==> src/rtl/spi_ram_master.sv <==
// spi_ram_master
//   Host-side SPI master for the SPI-slave + single-port RAM block. One parallel
//   command becomes one SS_n-framed serial transaction, one bit per clk cycle:
//   SS_n falls, then one command-check bit (frame[9]), then frame[9:0] MSB
//   first. A read-data command (op 11) then waits RD_GAP cycles and shifts in
//   an 8-bit reply from MISO, which is returned with a one-cycle rsp_valid.
//   Every frame ends with at least GAP_CYC cycles of SS_n high.
//
// Ports
//   clk, rst_n           system clock, async active-low reset
//   cmd_valid/cmd_ready  command handshake (ready only in IDLE)
//   cmd_op[1:0]          00 wr addr, 01 wr data, 10 rd addr, 11 rd data
//   cmd_data[7:0]        address/data byte (sent as 0 for op 11)
//   rsp_valid            one-cycle strobe, rsp_data holds the read byte
//   rsp_data[7:0]        last byte captured from MISO
//   busy                 high whenever not IDLE
//   SS_n, MOSI, MISO     serial interface
//   seq_err              only with SPI_RAM_MASTER_SEQ_CHECK_EN: pulses the
//                        cycle after an op 11 is accepted without a preceding
//                        op 10
//
// Parameters
//   RD_GAP  (1..15)  turnaround cycles between last MOSI bit and first MISO sample
//   GAP_CYC (1..15)  minimum SS_n-high cycles between frames
//
// Optional feature macro: SPI_RAM_MASTER_SEQ_CHECK_EN

module spi_ram_master #(
  parameter int unsigned RD_GAP  = 2,
  parameter int unsigned GAP_CYC = 1
) (
  input  logic       clk,
  input  logic       rst_n,
  input  logic       cmd_valid,
  output logic       cmd_ready,
  input  logic [1:0] cmd_op,
  input  logic [7:0] cmd_data,
  output logic       rsp_valid,
  output logic [7:0] rsp_data,
  output logic       busy,
`ifdef SPI_RAM_MASTER_SEQ_CHECK_EN
  output logic       seq_err,
`endif
  output logic       SS_n,
  output logic       MOSI,
  input  logic       MISO
);

  typedef enum logic [2:0] {
    IDLE    = 3'd0,
    SEL     = 3'd1,
    TX      = 3'd2,
    WAIT_RD = 3'd3,
    RX      = 3'd4,
    GAP     = 3'd5
  } state_t;

  localparam logic [3:0] RD_LAST  = 4'(RD_GAP - 1);
  localparam logic [3:0] GAP_LAST = 4'(GAP_CYC - 1);

  state_t     state_q, state_d;
  logic [3:0] cnt_q, cnt_d;
  logic [9:0] frame_q, frame_d;
  logic       rd_q, rd_d;
  logic [6:0] rx_sh_q, rx_sh_d;
  logic [7:0] rsp_data_q, rsp_data_d;
  logic       rsp_valid_q, rsp_valid_d;
  logic       accept;

  assign accept    = (state_q == IDLE) && cmd_valid;
  assign cmd_ready = (state_q == IDLE);
  assign busy      = (state_q != IDLE);
  assign rsp_valid = rsp_valid_q;
  assign rsp_data  = rsp_data_q;

  // frame_q is shifted left during TX so MOSI always comes from bit 9; the
  // read/no-read decision is therefore kept in rd_q rather than in frame_q.
  always_comb begin
    state_d     = state_q;
    cnt_d       = cnt_q;
    frame_d     = frame_q;
    rd_d        = rd_q;
    rx_sh_d     = rx_sh_q;
    rsp_data_d  = rsp_data_q;
    rsp_valid_d = 1'b0;
    SS_n        = 1'b1;
    MOSI        = 1'b0;
    case (state_q)
      IDLE: begin
        if (accept) begin
          frame_d = (cmd_op == 2'b11) ? {2'b11, 8'h00} : {cmd_op, cmd_data};
          rd_d    = (cmd_op == 2'b11);
          cnt_d   = '0;
          state_d = SEL;
        end
      end
      SEL: begin
        SS_n    = 1'b0;
        MOSI    = frame_q[9];
        cnt_d   = '0;
        state_d = TX;
      end
      TX: begin
        SS_n    = 1'b0;
        MOSI    = frame_q[9];
        frame_d = {frame_q[8:0], 1'b0};
        cnt_d   = cnt_q + 4'd1;
        if (cnt_q == 4'd9) begin
          cnt_d   = '0;
          state_d = rd_q ? WAIT_RD : GAP;
        end
      end
      WAIT_RD: begin
        SS_n  = 1'b0;
        cnt_d = cnt_q + 4'd1;
        if (cnt_q == RD_LAST) begin
          cnt_d   = '0;
          state_d = RX;
        end
      end
      RX: begin
        SS_n    = 1'b0;
        rx_sh_d = {rx_sh_q[5:0], MISO};
        cnt_d   = cnt_q + 4'd1;
        if (cnt_q == 4'd7) begin
          rsp_data_d  = {rx_sh_q, MISO};
          rsp_valid_d = 1'b1;
          cnt_d       = '0;
          state_d     = GAP;
        end
      end
      GAP: begin
        cnt_d = cnt_q + 4'd1;
        if (cnt_q == GAP_LAST) begin
          cnt_d   = '0;
          state_d = IDLE;
        end
      end
      default: state_d = IDLE;
    endcase
  end

  always_ff @(posedge clk or negedge rst_n) begin
    if (!rst_n) begin
      state_q     <= IDLE;
      cnt_q       <= '0;
      frame_q     <= '0;
      rd_q        <= 1'b0;
      rx_sh_q     <= '0;
      rsp_data_q  <= '0;
      rsp_valid_q <= 1'b0;
    end else begin
      state_q     <= state_d;
      cnt_q       <= cnt_d;
      frame_q     <= frame_d;
      rd_q        <= rd_d;
      rx_sh_q     <= rx_sh_d;
      rsp_data_q  <= rsp_data_d;
      rsp_valid_q <= rsp_valid_d;
    end
  end

`ifdef SPI_RAM_MASTER_SEQ_CHECK_EN
  logic rd_addr_set_q, rd_addr_set_d;
  logic seq_err_q, seq_err_d;

  always_comb begin
    rd_addr_set_d = rd_addr_set_q;
    seq_err_d     = 1'b0;
    if (accept) begin
      if (cmd_op == 2'b10) begin
        rd_addr_set_d = 1'b1;
      end else if (cmd_op == 2'b11) begin
        seq_err_d     = !rd_addr_set_q;
        rd_addr_set_d = 1'b0;
      end
    end
  end

  always_ff @(posedge clk or negedge rst_n) begin
    if (!rst_n) begin
      rd_addr_set_q <= 1'b0;
      seq_err_q     <= 1'b0;
    end else begin
      rd_addr_set_q <= rd_addr_set_d;
      seq_err_q     <= seq_err_d;
    end
  end

  assign seq_err = seq_err_q;
`endif

endmodule

==> config.mk <==
export PLATFORM = sky130hd
export DESIGN_NAME = spi_ram_master
export DESIGN_NICKNAME = d
export VERILOG_FILES = /design/src/rtl/spi_ram_master.sv
export SDC_FILE = /design/constraint.sdc
export NUM_CORES = 1
export LEC_CHECK = 0
export CORE_MARGIN = 1
export CORE_UTILIZATION = 35
export CTS_CLUSTER_SIZE = 20
export DETAILED_ROUTE_END_ITERATION = 8
export RECOVER_POWER = 25
export SLEW_MARGIN = 20
export SYNTH_ARGS = -nofsm -noshare
export SYNTH_HDL_FRONTEND = slang
export SYNTH_SLANG_ARGS = --single-unit
export TNS_END_PERCENT = 10
==> constraint.sdc <==
create_clock -name clk -period 1.7 [get_ports clk]
set_input_delay 0.34 -clock clk [delete_from_list [all_inputs] [get_ports clk]]
set_output_delay 0.34 -clock clk [all_outputs]
set_load 0.1 [all_outputs]
# After elaboration in Yosys (flattened, before gate mapping)
# Cells that the tools add are included.
# word_totals
reg_bits	34
in_bits	14
output_inout_bits	13
word_cells	55
# classes
add_sub_neg	1
eq_ne	14
mux	20
n_reduce_logical	13
# ops
op	count
4-bit one-hot mux with 6 select lines	1
10-bit two-way mux	2
4-bit two-way mux	5
10-bit one-hot mux with 2 select lines	1
3-bit two-way mux	6
3-bit one-hot mux with 6 select lines	1
2-bit inequality test, second input constant	4
2-bit AND reduction	4
3-bit by 2-bit == test with 1-bit output, second input constant	2
3-bit == test, second input constant	2
6-bit nonzero test	1
5-bit AND reduction	1
4-bit by 1-bit adder with 4-bit output, second input constant	1
4-bit by 1-bit == test with 1-bit output, second input constant	1
4-bit by 3-bit == test with 1-bit output, second input constant	1
4-bit == test, second input constant	1
4-bit logical NOT	1
1-bit two-way mux	4
4-bit OR reduction	1
3-bit by 1-bit == test with 1-bit output, second input constant	1
3-bit logical NOT	1
3-bit nonzero test	1
2-bit == test, second input constant	1
2-bit by 1-bit inequality test with 1-bit output, second input constant	1
3 further kinds	3

# Longest topological paths before layout
# logic_depth
ltp_word	4
ltp_mapped	6
mapped_depth_nobuf	6

# Least setup slack after synthesis
# OpenSTA, ideal clock, no wires.
# synth_timing
kind	register to output
start	register state_q[1]
end	output SS_n
t_arrival_ns	3.769
required_ns	1.360
path_slack_ns	-2.409
path_stages_with_launch	5
path_buffers	1
path_cell_list	dfrtp_1 -> buf_4 -> nor3_2 -> inv_1 -> nand2_1
# synth_between
elab_chain_cells	3
elab_cells_between_ends	6
classes_between	eq/ne: 4; mux: 1; reduce/logical: 1
# synth_rtl
item	line_no	source
from (decl)	61	state_t state_q, state_d;
from (signal assigned)	153	state_q <= state_d;
3-bit == test (tied with other cells)	88	case (state_q)
4-bit OR reduction (no line) *	-	
1-bit two-way mux *	88	
to (decl)	44	output logic SS_n,
# Every way passes the cells marked *; elsewhere a longest branch is shown, timed or not.

# Final worst setup path
# Same ends and word-level chain as after synthesis.

==> impl_results.md <==
- CP max FO: 3
- Leak Pwr: 1.121 nW
- Initial DRC count: 45
- Antenna violations before repair: 0
- CTS tree: done
- Final std cells w/o fill: 254
- DR DRC count: 0
- Max-cap viol count: 0
- H-tree levels: 2
- Worst slew margin: 43.78%
- Cts bufs inserted: 5
- Diode count: 0
- Final WL: 3393 µm
- Worst Path Buf+Inv: 3
- Die width: 70.36 µm
- CP max stage cell: dfrtp_2
- Clock latency on the worst-skew pair: 0.28 ns
- Final Wtd Congestion: 0.8293
- Final-report setup violation count: 5
- GRT Residual Overflow: 0
- Failing checks: setup timing
- Layout cells sized above 1: 30.20%
- CTS Hold Buffers Added: 0
- Mapped cell area: 1635 µm²
- Flops & latches, synth: 34
- Pre-antenna DRT Iters: 4
- Layout Utilization: 54.22%
- Post-Synth XOR/XNOR Area: 1.071%
- Num ports: 27
- Commonest non-fill, non-tap cell in the layout: dfrtp_1
- RSZ-0062 raised after global routing: yes
- Largest family of logic cells by synthesized area: simple AND/OR/NAND/NOR gates
- # nets final: 218
- Synth async-reset ratio: 100.0%
- Power after layout: 4.304 mW
- Via count: 1300
- Most frequent CP cell: buf_12
- Largest net degree at the start of global routing: 35
- HP Class: reg2reg
- Area delta synth->final: 46.37%
- Crit end category: output pin
- P per Cell Area: 1798 nW/µm²
- Synth warnings: 0
- Critical path launch point type: register
- Total GRT Usage: 15.49%
- Area share of the largest cell type after synthesis: 52.03%
- Final WS setup: -0.1731 ns
- Simple-Gate Fraction of Synth Area: 17.75%
- Avg Cell Area, Syn: 10.98 µm²
- Vias/cell: 5.118
- Mux cell area share after synthesis: 12.24%
- Register area share after synthesis: 52.03%
- Clk buf depth: 2
- Vias in the first global route: 1361
- Clock transition at path regs: 0.07 ns
- WS Path Type: reg2out
- Outcome: finished with violations
- Slowest stage delay, CP: 0.44 ns
- Clock Sinks: 34
- DP Cell Count: 240
- Prevailing post-synth register cell: dfrtp_1
- Post-synthesis adder-cell area fraction: 2.295%
- Hold Vio Cnt, Final: 0
- CTS root buf: clkbuf_8
- Fin crit share: 110.2%
- Skew final: 0.005532 ns
- Synth Instances: 149
- Die ar.: 4950 µm²
- Fin. max-slew vios: 0
- Hold WS: 0.4944 ns
- Placeable Area: 4414 µm²
- Least-Margin Pin Slew: 0.8433 ns
- Chip Height: 70.36 µm
- Crit path cell chain: buf_12 > nor3_4 > clkinvlp_4 > nand2_8 > buf_12
- Max frequency: 0.5339 GHz
- Cell taking the most area after synthesis: dfrtp_1
- Top cells by area, synth: dfrtp_1, mux2_1, nand2_1
- Crit path time final: 1.873 ns
- Compound-cell area share of the yosys netlist: 12.09%
- Filler instances: 385
- Critical Path RT: 1.36 ns
- DR WL/cell: 13.36 µm
- Cell Rows: 24
- Initial Utilization: 37.05%
- CP arrival: 1.53 ns
- CP delay by family, top: buffers and inverters
- First-pass GRT wire length: 6065 µm
- HPWL Detailed: 2408 µm
- Synth unique cells: 36
- Syn Nets: 166
- Port Buffers: 26
- Post-synth EDFFs: 0
- VDD IR-drop max: 1.661 mV
- Antenna-violating nets left: 0
- Most frequent cells in the layout: dfrtp_1, buf_4, nand2_1
==> metal layers <==
layer | routed length [µm] | GRT usage, % | vias up
met5 | 0 | 0 | -
met4 | 48 | 6.222 | 0
met3 | 125 | 4.618 | 4
met2 | 1721 | 27.20 | 26
met1 | 1498 | 17.38 | 636
li1 | - | - | 634
==> cell type report <==
class,count,area (µm²),share of cell area (%)
Multi-Input combinational cell,107,773.2,32.31
Clock inverter,2,12.51,0.5227
Timing Repair Buffer,50,591.8,24.73
Sequential cell,34,853.3,35.65
Clock buffer,6,82.58,3.450
Tap cell,52,65.06,2.718
Inverter,3,15.01,0.6273
==> flip-flops by register name (all words and copies together) (netlist names) <==
signal,cells
cnt_q,4
state_q,3
frame_q,10
rd_q,1
rx_sh_q,7
rsp_data,8
rsp_valid,1
==> path summary, 6_finish.rpt <==
| check | startpoint | endpoint | slack (ns) | cells past startpoint |
|---|---|---|---|---|
| max | state_q[1] | SS_n | -0.17 | 5 |
| min | frame_q[2] | frame_q[2] | 0.49 | 2 |
| max reg2reg | cnt_q[0] | state_q[0] | -0.07 | 6 |
| min reg2reg | frame_q[2] | frame_q[2] | 0.49 | 2 |
| max in group asynchronous | rst_n | state_q[0] | 0.43 | 2 |
| min in group asynchronous | rst_n | rsp_data[3] | 0.69 | 2 |
==> timing repair <==
item | CTS | global route
pin swaps | 4 | 1
setup buffers | 6 | 0
setup endpoints to repair | 5 | 26
resized for setup | 4 | 4
==> cell families (layout without fill, tap and decap cells) <==
family | count (synthesis) | in the layout
flip-flops | 34 | 34
multiplexers | 18 | 18
buffers and inverters | 8 | 61
XOR/XNOR | 2 | 2
AO/OA/AOI/OAI | 33 | 33
adder cells (fa/ha/maj) | 3 | 3
AND/OR/NAND/NOR | 51 | 51
==> cell usage after synthesis, types with 2 or more instances <==
cell	n
a21oi_1	10
and3_1	8
buf_2	3
buf_4	2
dfrtp_1	34
ha_1	3
inv_1	3
mux2_1	14
mux2_2	2
mux2i_1	2
nand2_1	17
nand2b_1	3
nor2_1	8
nor2_4	2
nor2b_1	3
o21ai_0	3
o21ai_1	11
or3b_1	3
==> power by group <==
part / switching [mW] / leakage (nW) / internal [mW]
sequential: 0.189 / 0.450 / 1.04
clock: 0.290 / 0.0472 / 0.325
combinational: 1.35 / 0.623 / 1.11
==> through the flow <==
stage | setup slack, ns | TNS [ns] | instance area (µm²)
after floorplan | -1.428 | -3.684 | 1675
after detailed placement | -0.07446 | -0.07446 | 2241
final | -0.1731 | -0.5763 | 2394
after global routing | -0.2596 | -1.535 | 2394
after global placement | -0.02418 | -0.02418 | 2241
after CTS | -0.1994 | -0.6756 | 2386
==> worst min-delay path, stage by stage (launching register included) <==
cell and delay [ns]:
dfrtp_1 0.34, nand2_1 0.05, o21ai_1 0.07
No activity file was read; power rests on OpenSTA's default activity.
